[src/rtl/timer_irq_pkg.sv]
// ============================================================================
// Module  : timer_irq_pkg
// Brief   : Shared register map, TCON bit positions and state type for timer_irq.
// Revision: 1.0 - initial release
// ============================================================================
`default_nettype none

package timer_irq_pkg;

    localparam logic [31:0] c_OFF_TH   = 32'd0;
    localparam logic [31:0] c_OFF_TL   = 32'd4;
    localparam logic [31:0] c_OFF_TCON = 32'd8;
    localparam logic [31:0] c_OFF_PSC  = 32'd12;

    localparam int c_TCON_RUN  = 0;
    localparam int c_TCON_IEN  = 1;
    localparam int c_TCON_STAT = 2;

    localparam int c_TICK_CNT_RST = 0;

    typedef enum logic [1:0] {
        ST_STOP  = 2'd0,
        ST_RUN   = 2'd1,
        ST_FIRED = 2'd2
    } state_e;

    // The timer state is a pure decode of TCON; run=0 dominates a pending status.
    function automatic state_e tcon_state(input logic [2:0] tcon);
        if (!tcon[c_TCON_RUN]) begin
            return ST_STOP;
        end else if (tcon[c_TCON_STAT]) begin
            return ST_FIRED;
        end else begin
            return ST_RUN;
        end
    endfunction

endpackage

`default_nettype wire

[src/rtl/timer_irq_if.sv]
// ============================================================================
// Module  : timer_irq_if
// Brief   : Memory-mapped CPU bus used to access the timer registers.
// Revision: 1.0 - initial release
// ============================================================================
`default_nettype none

interface timer_irq_if;
    logic [31:0] Addr;
    logic [31:0] WriteData;
    logic        MemRead;
    logic        MemWrite;
    logic [31:0] ReadData;

    modport master (
        output Addr,
        output WriteData,
        output MemRead,
        output MemWrite,
        input  ReadData
    );

    modport slave (
        input  Addr,
        input  WriteData,
        input  MemRead,
        input  MemWrite,
        output ReadData
    );
endinterface

`default_nettype wire

[src/rtl/timer_prescaler.sv]
// ============================================================================
// Module  : timer_prescaler
// Brief   : Free-running divider producing one tick every psc+1 enabled cycles.
// Revision: 1.0 - initial release
// ============================================================================
`default_nettype none

module timer_prescaler
    import timer_irq_pkg::*;
#(
    parameter int PSC_W = 16
) (
    input  wire logic             clk,
    input  wire logic             reset,
    input  wire logic             en,
    input  wire logic [PSC_W-1:0] psc,
    input  wire logic             clr,
    output logic                  tick
);

    localparam logic [PSC_W-1:0] c_CNT_RST = PSC_W'(c_TICK_CNT_RST);

    logic [PSC_W-1:0] r_cnt;

    assign tick = en && (r_cnt == psc);

    always_ff @(posedge clk) begin
        if (reset) begin
            r_cnt <= c_CNT_RST;
        end else if (clr) begin
            r_cnt <= c_CNT_RST;
        end else if (en) begin
            r_cnt <= tick ? c_CNT_RST : r_cnt + 1'b1;
        end
    end

endmodule

`default_nettype wire

[src/rtl/timer_irq.sv]
// ============================================================================
// Module  : timer_irq
// Brief   : 32-bit reloading up-counter with prescaler and level interrupt.
// Revision: 1.0 - initial release
// ============================================================================
`default_nettype none

module timer_irq
    import timer_irq_pkg::*;
#(
    parameter logic [31:0] BASE  = 32'h4000_0000,
    parameter int          PSC_W = 16
) (
    input  wire logic       clk,
    input  wire logic       reset,
    timer_irq_if.slave      bus,
    output logic            irq
);

    localparam logic [29:0] c_A_TH   = 30'((BASE + c_OFF_TH)   >> 2);
    localparam logic [29:0] c_A_TL   = 30'((BASE + c_OFF_TL)   >> 2);
    localparam logic [29:0] c_A_TCON = 30'((BASE + c_OFF_TCON) >> 2);
    localparam logic [29:0] c_A_PSC  = 30'((BASE + c_OFF_PSC)  >> 2);

    logic [31:0]      r_th;
    logic [31:0]      r_tl;
    logic [2:0]       r_tcon;
    logic [PSC_W-1:0] r_psc;
    logic             r_irq;

    logic [31:0]      w_th_nxt;
    logic [31:0]      w_tl_nxt;
    logic [2:0]       w_tcon_nxt;
    logic [PSC_W-1:0] w_psc_nxt;
    logic             w_irq_nxt;

    logic   w_sel_th, w_sel_tl, w_sel_tcon, w_sel_psc;
    logic   w_wr_th, w_wr_tl, w_wr_tcon, w_wr_psc;
    logic   w_tick;
    logic   w_ovf;
    state_e w_state;
    logic   w_unused_bits;

    assign w_sel_th   = (bus.Addr[31:2] == c_A_TH);
    assign w_sel_tl   = (bus.Addr[31:2] == c_A_TL);
    assign w_sel_tcon = (bus.Addr[31:2] == c_A_TCON);
    assign w_sel_psc  = (bus.Addr[31:2] == c_A_PSC);

    assign w_wr_th   = bus.MemWrite && w_sel_th;
    assign w_wr_tl   = bus.MemWrite && w_sel_tl;
    assign w_wr_tcon = bus.MemWrite && w_sel_tcon;
    assign w_wr_psc  = bus.MemWrite && w_sel_psc;

    assign w_unused_bits = ^{bus.Addr[1:0], bus.WriteData};

    timer_prescaler #(
        .PSC_W (PSC_W)
    ) u_prescaler (
        .clk   (clk),
        .reset (reset),
        .en    (r_tcon[c_TCON_RUN]),
        .psc   (r_psc),
        .clr   (w_wr_psc),
        .tick  (w_tick)
    );

    assign w_ovf = w_tick && (r_tl == 32'hFFFF_FFFF);

    always_comb begin
        w_state    = tcon_state(r_tcon);
        w_th_nxt   = r_th;
        w_tl_nxt   = r_tl;
        w_tcon_nxt = r_tcon;
        w_psc_nxt  = r_psc;
        w_irq_nxt  = r_tcon[c_TCON_STAT] && r_tcon[c_TCON_IEN];

        if (w_wr_th) begin
            w_th_nxt = bus.WriteData;
        end
        if (w_wr_psc) begin
            w_psc_nxt = bus.WriteData[PSC_W-1:0];
        end

        // A bus write to TL beats a same-cycle tick; reload uses the pre-write TH.
        if (w_wr_tl) begin
            w_tl_nxt = bus.WriteData;
        end else if (w_state != ST_STOP && w_tick) begin
            w_tl_nxt = w_ovf ? r_th : r_tl + 32'd1;
        end

        if (w_wr_tcon) begin
            w_tcon_nxt[c_TCON_RUN]  = bus.WriteData[c_TCON_RUN];
            w_tcon_nxt[c_TCON_IEN]  = bus.WriteData[c_TCON_IEN];
            w_tcon_nxt[c_TCON_STAT] = bus.WriteData[c_TCON_STAT]
                                    | (w_ovf & bus.WriteData[c_TCON_IEN]);
        end else begin
            case (w_state)
                ST_RUN: begin
                    if (w_ovf && r_tcon[c_TCON_IEN]) begin
                        w_tcon_nxt[c_TCON_STAT] = 1'b1;
                    end
                end
                ST_FIRED: w_tcon_nxt = r_tcon;
                ST_STOP:  w_tcon_nxt = r_tcon;
                default:  w_tcon_nxt = r_tcon;
            endcase
        end
    end

    always_ff @(posedge clk) begin
        if (reset) begin
            r_th   <= 32'd0;
            r_tl   <= 32'd0;
            r_tcon <= 3'b000;
            r_psc  <= '0;
            r_irq  <= 1'b0;
        end else begin
            r_th   <= w_th_nxt;
            r_tl   <= w_tl_nxt;
            r_tcon <= w_tcon_nxt;
            r_psc  <= w_psc_nxt;
            r_irq  <= w_irq_nxt;
        end
    end

    always_comb begin
        bus.ReadData = 32'h0;
        if (bus.MemRead) begin
            if (w_sel_th) begin
                bus.ReadData = r_th;
            end else if (w_sel_tl) begin
                bus.ReadData = r_tl;
            end else if (w_sel_tcon) begin
                bus.ReadData = {29'd0, r_tcon};
            end else if (w_sel_psc) begin
                bus.ReadData = 32'(r_psc);
            end
        end
    end

    assign irq = r_irq;

endmodule

`default_nettype wire

[src/flat_wrapper.sv]
// flat-port wrapper written by rule: the top's interface ports become plain ports
module timer_irq_flat import timer_irq_pkg::*;
#(
    parameter logic [31:0] BASE  = 32'h4000_0000,
    parameter int          PSC_W = 16
)
  (clk, reset, irq, bus_Addr, bus_WriteData, bus_MemRead, bus_MemWrite, bus_ReadData);
  timer_irq_if bus_i ();
  input  wire logic clk;
  input  wire logic reset;
  output logic irq;
  input wire logic [$bits(bus_i.Addr)-1:0] bus_Addr;
  input wire logic [$bits(bus_i.WriteData)-1:0] bus_WriteData;
  input wire logic [$bits(bus_i.MemRead)-1:0] bus_MemRead;
  input wire logic [$bits(bus_i.MemWrite)-1:0] bus_MemWrite;
  output wire logic [$bits(bus_i.ReadData)-1:0] bus_ReadData;
  assign bus_i.Addr = bus_Addr;
  assign bus_i.WriteData = bus_WriteData;
  assign bus_i.MemRead = bus_MemRead;
  assign bus_i.MemWrite = bus_MemWrite;
  assign bus_ReadData = bus_i.ReadData;
  timer_irq #(.BASE(BASE), .PSC_W(PSC_W)) u_core (.clk(clk), .reset(reset), .bus(bus_i), .irq(irq));
endmodule
[config.mk]
export PLATFORM = sky130hd
export DESIGN_NAME = timer_irq_flat
export DESIGN_NICKNAME = d
export VERILOG_FILES = /design/src/rtl/timer_irq_pkg.sv /design/src/rtl/timer_irq_if.sv /design/src/rtl/timer_prescaler.sv /design/src/rtl/timer_irq.sv /design/src/flat_wrapper.sv
export SDC_FILE = /design/constraint.sdc
export NUM_CORES = 1
export LEC_CHECK = 0
export ABC_AREA = 0
export BUFFER_PORTS_ARGS = -buffer_cell sky130_fd_sc_hd__buf_2
export CORE_ASPECT_RATIO = 0.75
export CORE_MARGIN = 1
export CORE_UTILIZATION = 45
export CTS_BUF_LIST = sky130_fd_sc_hd__clkbuf_4
export DETAILED_ROUTE_END_ITERATION = 6
export PLACE_DENSITY = 0.71
export SLEW_MARGIN = 20
export SYNTH_ARGS = -nofsm -noshare
export SYNTH_HDL_FRONTEND = slang
export SYNTH_SLANG_ARGS = --single-unit
[constraint.sdc]
create_clock -name clk -period 2.7 [get_ports clk]
set_clock_uncertainty 0.05 [all_clocks]
set_input_delay 0.27 -clock clk [delete_from_list [all_inputs] [get_ports clk]]
set_output_delay 0.27 -clock clk [all_outputs]
set_load 0.05 [all_outputs]
# [Word-level counts from Yosys, hierarchy flattened]
# Index checks and enable logic that the tools add are counted.
[op_classes] n_reduce_logical=15 n_eq_ne=7 add_sub_neg=2 muxes=14 bitwise_logic=2
[op_table] op="2-to-1 mux 32 bit" n=7
[op_table] op="equality test 30 x 29 -> 1 bit (second input constant)" n=4
[op_table] op="adder 32 x 1 -> 32 bit (second input constant)" n=1
[op_table] op="equality test 32 bit (second input constant)" n=1
[op_table] op="2-to-1 mux 16 bit" n=2
[op_table] op="adder 16 x 1 -> 16 bit (second input constant)" n=1
[op_table] op="equality test 16 bit" n=1
[op_table] op="logical AND 1 bit" n=9
[op_table] op="nonzero test 2 bit" n=4
[op_table] op="2-to-1 mux 2 bit" n=2
[op_table] op="2-to-1 mux 3 bit" n=1
[op_table] op="equality test 2 x 1 -> 1 bit (second input constant)" n=1
[op_table] op="2-to-1 mux 1 bit" n=2
[op_table] op="AND reduction 2 bit" n=1
[op_table] op="OR reduction 2 bit" n=1
[op_table] op="bitwise AND 1 bit" n=1
[op_table] op="OR 1 bit" n=1
[word_totals] inputBits=68 regBits=100 out_inout_bits=33 elab_cells=47

# [Longest topological paths before layout]
# Gate-level depths: netlist of run 1.
[logic_depth] word_depth=7 mapped_depth=9 mapped_depth_nobuf=7

# [Cells and area by module]
# A second synthesis of run 1 with hierarchy kept.
[unflattened] hier_cells=824 area_unflattened_um2=6197.2
[by_module_without_submodules] mod="timer_irq" cells_each=711 area_each_um2=5168.7 instances=1
[by_module_without_submodules] mod="timer_prescaler" cells_each=113 area_each_um2=1028.5 instances=1

# [Worst setup path after synthesis of run 1]
# Ideal clock, no wire load.
[synth_timing] path_kind="input to output" startpoint="in bus_Addr[10]" endpoint="out bus_ReadData[13]" setup_slack_ns=-0.001 cell_stages=6 arrival_ns=2.381 cell_sequence="nor4_2 nand4_4 nor4_4 clkbuf_1 a222oi_1 nor2b_1"
[synth_between] elab_chain_len=6
[synth_lines] item="start: declaration" line="flat_wrapper.sv:12" rtl="input wire logic [$bits(bus_i.Addr)-1:0] bus_Addr;"
[synth_lines] item="equality test 30 x 29 -> 1 bit" line="timer_irq.sv:47" rtl="assign w_sel_psc = (bus.Addr[31:2] == c_A_PSC);"
[synth_lines] item="2-to-1 mux 16 bit" line="timer_irq.sv:135" rtl="end else if (w_sel_psc) begin"
[synth_lines] item="2-to-1 mux 32 bit" line="timer_irq.sv:133" rtl="end else if (w_sel_tcon) begin"
[synth_lines] item="2-to-1 mux 32 bit" line="timer_irq.sv:131" rtl="end else if (w_sel_tl) begin"
[synth_lines] item="2-to-1 mux 32 bit *" line="timer_irq.sv:129" rtl="if (w_sel_th) begin"
[synth_lines] item="2-to-1 mux 32 bit *" line="timer_irq.sv:128" rtl="if (bus.MemRead) begin"
[synth_lines] item="end: declaration" line="flat_wrapper.sv:16" rtl="output wire logic [$bits(bus_i.ReadData)-1:0] bus_ReadData;"
# Mark *: on every way between the ends. The rest lies on a longest branch, timed or not.

# [Worst setup path in the final report of run 1]
[layout_timing] startpoint="reg u_core.r_psc[15]" endpoint="reg u_core.r_tl[11]"
[layout_between] elab_chain_len=6
[layout_lines] item="start: declaration" line="timer_irq.sv:28" rtl="logic [PSC_W-1:0] r_psc;"
[layout_lines] item="start signal: assignment" line="timer_irq.sv:121" rtl="r_psc <= w_psc_nxt;"
[layout_lines] item="equality test 16 bit *" line="timer_prescaler.sv:25" rtl="assign tick = en && (r_cnt == psc);"
[layout_lines] item="logical AND 1 bit *" line="timer_prescaler.sv:25"
[layout_lines] item="logical AND 1 bit" line="timer_irq.sv:67" rtl="assign w_ovf = w_tick && (r_tl == 32'hFFFF_FFFF);"
[layout_lines] item="2-to-1 mux 32 bit" line="timer_irq.sv:88" rtl="w_tl_nxt = w_ovf ? r_th : r_tl + 32'd1;"
[layout_lines] item="2-to-1 mux 32 bit" line="timer_irq.sv:87" rtl="end else if (w_state != ST_STOP && w_tick) begin"
[layout_lines] item="2-to-1 mux 32 bit" line="timer_irq.sv:85" rtl="if (w_wr_tl) begin"
[layout_lines] item="end signal: assignment" line="timer_irq.sv:119" rtl="r_tl <= w_tl_nxt;"
[layout_lines] item="end: declaration" line="timer_irq.sv:26" rtl="logic [31:0] r_tl;"
# Mark *: on every way between the ends. The rest lies on a longest branch, timed or not. The select of a mux whose other input is x is not followed.
# A chain may end at the register's enable or synchronous reset.

==> results of run 1 <==
[cell type report]
class                           instances  area [um^2]
Sequential cell                       100         2000
Timing Repair Buffer                  159         1070
Clock inverter                          6         65.1
Fill cell                            1187         5460
Inverter                               12         45.0
Multi-Input combinational cell        565         3510
Clock buffer                           10         75.1
Tap cell                              166          208
[per-layer routing]
layer | share of wire | track usage | vias to the layer above
met5 | 0 | 0 | -
met4 | 0.018 | 0.0875 | 0
met3 | 0.083 | 0.0414 | 42
met2 | 0.44 | 0.443 | 332
met1 | 0.46 | 0.384 | 2896
li1 | - | - | 2874
[report_power, final]
part | internal [W] | switching, W
Combinational | 0.0000802 | 0.0000883
Sequential | 0.00148 | 0.00000000000111
Clock | 0.000291 | 0.000525
Total | 0.00185 | 0.000614
[worst max-delay path by stage]
stage                                  end  slack, ns
after global routing       bus_ReadData[8]     0.0006
after detailed placement   bus_ReadData[5]       0.16
after CTS                  bus_ReadData[5]       0.16
after floorplan           bus_ReadData[16]       0.02
after global placement     bus_ReadData[8]       0.22
final                      u_core.r_tl[11]       0.10
[registers in the layout (all words and copies together) (netlist names)]
signal / cells
u_core.r_tcon: 3
u_core.u_prescaler.r_cnt: 16
u_core.r_psc: 16
u_core.irq: 1
u_core.r_tl: 32
u_core.r_th: 32
[kinds of logic (layout without fill, tap and decap cells)]
family | Yosys count | count (layout)
simple gates | 318 | 318
compound gates | 189 | 189
fa+ha+maj | 2 | 2
flops | 100 | 100
xor+xnor | 39 | 39
buf+inv | 64 | 187
mux | 17 | 17
[worst register-to-register path, cell delays in order, from the launching register on]
cell and delay (ns):
dfxtp_1 0.38, xor2_1 0.19, nor4_1 0.38, and3_1 0.39, and2_1 0.32, nand3_1 0.47, o21ai_0 0.34
[per-stage QoR]
stage / hold slack [ns] / setup slack (ns) / cells / total power (W) / utilization
2_1_floorplan: 0.328 / 0.0244 / 729 / 0.00156 / -
3_3_place_gp: 0.404 / 0.221 / 972 / 0.00164 / 0.525
3_5_place_dp: 0.414 / 0.157 / 972 / 0.00164 / 0.525
4_1_cts: 0.00187 / 0.158 / 1017 / 0.00248 / 0.560
5_1_grt: 0.00427 / 0.000625 / 1018 / 0.00255 / 0.561
6_report: 0.0342 / 0.104 / 1018 / 0.00246 / 0.561
[synth_stat cells (all sizes together), types with 3 or more instances]
| cell | count | area [um^2] |
|---|---|---|
| a2111oi | 4 | 36.3 |
| a211oi | 8 | 60.1 |
| a21oi | 72 | 390 |
| a222oi | 16 | 160 |
| a22oi | 24 | 180 |
| a31oi | 5 | 31.3 |
| a32o | 3 | 30.0 |
| and2 | 9 | 56.3 |
| and3 | 15 | 93.8 |
| and4 | 11 | 96.3 |
| buf | 27 | 160 |
| clkbuf | 25 | 95.1 |
| dfxtp | 100 | 2000 |
| inv | 12 | 45.0 |
| mux2 | 6 | 67.6 |
| mux2i | 11 | 110 |
| nand2 | 136 | 533 |
| nand3 | 26 | 135 |
| nand4 | 20 | 140 |
| nor2 | 38 | 143 |
| nor2b | 33 | 206 |
| nor3 | 9 | 55.1 |
| nor4 | 14 | 158 |
| o21ai | 27 | 135 |
| o2bb2ai | 3 | 26.3 |
| o31ai | 6 | 45.0 |
| xnor2 | 22 | 193 |
| xor2 | 17 | 149 |
[placed cells by master, fill, tap and decap left out, types with 24 or more instances in the layout]
master,netlist,routed
nand2_1,127,126
dfxtp_1,100,100
buf_2,20,98
a21oi_1,64,64
dlygate4sd3_1,0,30
nor2b_1,33,30
o21ai_0,26,26
buf_4,4,27
nor2_1,38,38
nand3_1,25,24
a22oi_1,24,24
[repair_timing]
item,in CTS,in global routing
setup endpoints to repair,0,5
hold buffers,29,1
endpoints found under the hold margin,50,1
resized for setup,0,2
setup buffers,0,0
==> impl_metrics.ini, run 1 <==
[status]
status = finished with violations
violations = DRC

[yosys]
synth_xor_xnor_area_share = 0.0589
synth-main-ff-cell = dfxtp_1
syn_area_um2 = 5800
avgSynthCellArea_um2 = 7.95
post_synth_num_cell_types = 66
synthCells = 729
synth_top_family_by_area = simple AND/OR/NAND/NOR gates
synth_edf_count = 0
ys_seq_elements = 100
synth-seq-area-share = 0.345
synthSimpleGateAreaFrac = 0.289
synth_nets = 799
synth_mux_area_frac = 0.0306
synth_compound_area_frac = 0.220
async_flop_share = 0
synthAdderAreaFrac = 0.00432
ys_warn_count = 0

[drt]
routed_wl_um = 18200
via_per_inst = 6.04
drc = 2
ant_nets = 0
drtIter0Drc = 748
wl_per_cell_um = 17.8
via_count = 6144
dr.pass1.iters = 7

[critical_path]
cp-startpoint = u_core.r_psc[15]
crit_fanout = 9
crit_arrival_ns = 2.94
worst_r2r_endpoint = u_core.r_tl[11]
critPathLaunchType = flop
cp_num_buf_inv = 0
critical_path.top_delay_family = simple AND/OR/NAND/NOR gates
cp_cell_sequence = xor2_1, nor4_1, and3_1, and2_1, nand3_1, o21ai_0
crit_type = reg2reg
r2r_cells = 6
required_ns = 3.04
reg2reg_slack_ns = 0.10
crit_cells = 6
critPathSlowestCell = nand3_1
endpoint_kind = flop
worst_path_largest_cell_delay_ns = 0.47
reg2reg_from = u_core.r_psc[15]

[place]
place_hpwl_um = 12900
routabilityCongestion = 0.902
io_buffers = 98
placed_area_um2 = 6530

[cts]
cts_tree = built
clk_pin_slew_ns = 0.15
clk_path_buf_depth = 2
clkSinkCount = 100
htreeDepth = 3
clk_latency_ns = 0.47
cts_made_buffers = 9
clockRootBuffer = clkbuf_4

[global_routing]
overflow = 0
grt_start_max_net_pins = 41
grt_pass1_wl_um = 29400
grtUsageTotal = 0.277
grt_antenna_before_repair = 0
grt_pass1_vias = 5787

[sta]
drv_slew = 0
setup_tns_ns = 0
relSlewSlack = 0.229
finalHoldViolCount = 0
worst_pin_slew_ns = 1.16
fin_crit_sh = 0.962
fmax_mhz = 385
setup_viol = 0
rsz0062_at_grt = no
finalCriticalPeriod_ns = 2.60

[hold_path]
hold_path_class = in2reg
hold_path_depth = 3
hp-start = bus_WriteData[1]
whs_endpoint = u_core.r_th[1]

[floorplanning]
io_pins = 101
row_count = 35
dieArea_um2 = 13300
die_height_um = 100
start_util = 0.466
die_w_um = 133
core_area_um2 = 12400

[layout]
drive_above_1_share = 0.219
antennaDiodeCount = 0
finalNetCount = 917
areaGrowthSynthToFinish_pct = 20.4
postLayoutCellArea_um2 = 6980

[power]
ir_worst_vdd_uv = 227
p_per_area_nw_per_um2 = 353
p_leak_nw = 2.51

[flow_run]
maxCapViolCount = 0
(Power assumes the default switching activity.)
==> run 2, diff against run 1 <==
CORE_UTILIZATION = 33   (was 45)
PLACE_DENSITY = 0.57   (was 0.71)
==> run 2 against run 1 <==
  * The run now ends clean
  * Wire length increased by 4.0%
  * Largest power group unchanged
  * Highest routed layer unchanged
  * Largest cell class unchanged
  * Critical path type is now in2out
  * Sequential share of layout area decreased by 0.44 points
  * Total power decreased by 0.22%
  * Die area increased by 36%
  * Critical endpoint is now bus_ReadData[4]
  * Non-clock buffer count increased by 2
  * Clock power decreased by 1%
  * Utilization decreased by 14 points
  * Sequential power about the same
==> impl_metrics.ini, run 2 (same netlist as run 1, synthesis figures left out) <==
[floorplanning]
die_w_um = 155
row_count = 41
io_pins = 101
core_area_um2 = 17000
start_util = 0.341
die_height_um = 117
dieArea_um2 = 18100

[global_routing]
overflow = 0
grt_pass1_vias = 5314
grt_start_max_net_pins = 61
grt_antenna_before_repair = 1
grtUsageTotal = 0.212
grt_pass1_wl_um = 29700

[cts]
clk_pin_slew_ns = 0.15
clk_latency_ns = 0.46
cts_made_buffers = 9
clk_path_buf_depth = 2
cts_tree = built
htreeDepth = 3
clkSinkCount = 100
clockRootBuffer = clkbuf_4

[critical_path]
reg2reg_from = u_core.r_tl[0]
critPathLaunchType = input port
endpoint_kind = primary output
crit_type = in2out
crit_fanout = 34
required_ns = 2.38
crit_arrival_ns = 2.19
cp-startpoint = bus_Addr[23]

[power]
swShare = 0.250
ir_worst_vdd_uv = 191
finalPower_w = 0.00246
clockPowerShare = 0.329
power_frac_comb = 0.070
p_leak_nw = 2.52
p_int_w = 0.00184
p_switching_w = 0.000614
p_per_area_nw_per_um2 = 347
seq_power_share = 0.601

[layout]
drive_above_1_share = 0.227
areaGrowthSynthToFinish_pct = 22.2
final_common_cell = nand2_1
layout_common_cells = 126 x nand2_1, 100 x dfxtp_1, 98 x buf_2, 63 x a21oi_1, 38 x nor2_1
instances_no_fill = 1090
finalNetCount = 919
top_regs = u_core.r_th x32, u_core.r_tl x32

[drt]
ant_nets = 0
drc = 0
routed_wl_um = 18900
drtIter0Drc = 542
via_count = 5839
via_per_inst = 5.36
dr.pass1.iters = 7
wl_per_cell_um = 17.3

[status]
status = completed

[place]
dpl_worst_slack_ns = 0.118
io_buffers = 98
dp.cells = 1045
place_hpwl_um = 13300
routabilityCongestion = 0.830

[sta]
rsz0062_at_grt = no
finalHoldViolCount = 0
fmax_mhz = 399
setup_viol = 0
drv_slew = 0
finalCriticalPeriod_ns = 2.51
worst_pin_slew_ns = 0.795
fin_crit_sh = 0.928
setup_tns_ns = 0
relSlewSlack = 0.470
setup_ws_ns = 0.193

[hold_path]
hold_path_class = in2reg
hp-start = bus_WriteData[3]

[flow_run]
maxCapViolCount = 0
-- run 2: path summary, 6_finish.rpt --
path / to / cells past startpoint / slack [ns]
max: bus_ReadData[4] / 8 / 0.19
min: u_core.r_th[3] / 3 / 0.03
max reg2reg: u_core.r_tl[14] / 9 / 0.29
min reg2reg: u_core.r_th[19] / 2 / 0.43
-- run 2: cell type report --
type / instances / area (um^2)
timing repair buffer: 161 / 1070
clock buffer: 10 / 75.1
clock inverter: 5 / 53.8
inverter: 12 / 45.0
multi-input combinational: 565 / 3540
tap: 236 / 295
antenna: 1 / 2.50
fill: 1813 / 9890
sequential: 100 / 2000
-- run 2: timing repair --
action / CTS / global route
setup endpoints to repair: 0 / 19
hold endpoints to repair: 37 / 4
resized for setup: 0 / 7
hold buffers: 26 / 3
buffers inserted: 0 / 0
-- run 2: critical path, cell delays in order --
cell	delay, ns
buf_2	0.10
nor4_2	0.36
nand4_4	0.26
nor4_4	0.32
buf_12	0.25
a222oi_1	0.13
nor2b_1	0.18
buf_2	0.29
-- run 2: power groups by stage --
stage                     Combinational [W]  Clock [W]  Sequential, W
after floorplan                   0.0000487          0        0.00151
after global placement             0.000137          0        0.00151
after detailed placement           0.000138          0        0.00151
after CTS                          0.000166   0.000824        0.00148
after global routing               0.000184   0.000871        0.00148
final                              0.000171   0.000808        0.00148
-- run 2: stage by stage --
| stage | hold WS (ns) | instance area, um^2 | util |
|---|---|---|---|
| floorplan | 0.328 | 5800 | - |
| global placement | 0.409 | 6630 | 0.390 |
| detailed placement | 0.412 | 6630 | 0.390 |
| CTS | 0.00182 | 7020 | 0.413 |
| global route | 0.00913 | 7090 | 0.417 |
| finish | 0.0253 | 7090 | 0.417 |
-- run 2: layer usage --
layer | GRT usage | vias to the layer above | part of all wire
met5 | 0 | - | 0
met4 | 0.0436 | 0 | 0.0099
met3 | 0.0328 | 16 | 0.074
met2 | 0.314 | 266 | 0.40
met1 | 0.321 | 2678 | 0.51
li1 | - | 2879 | -
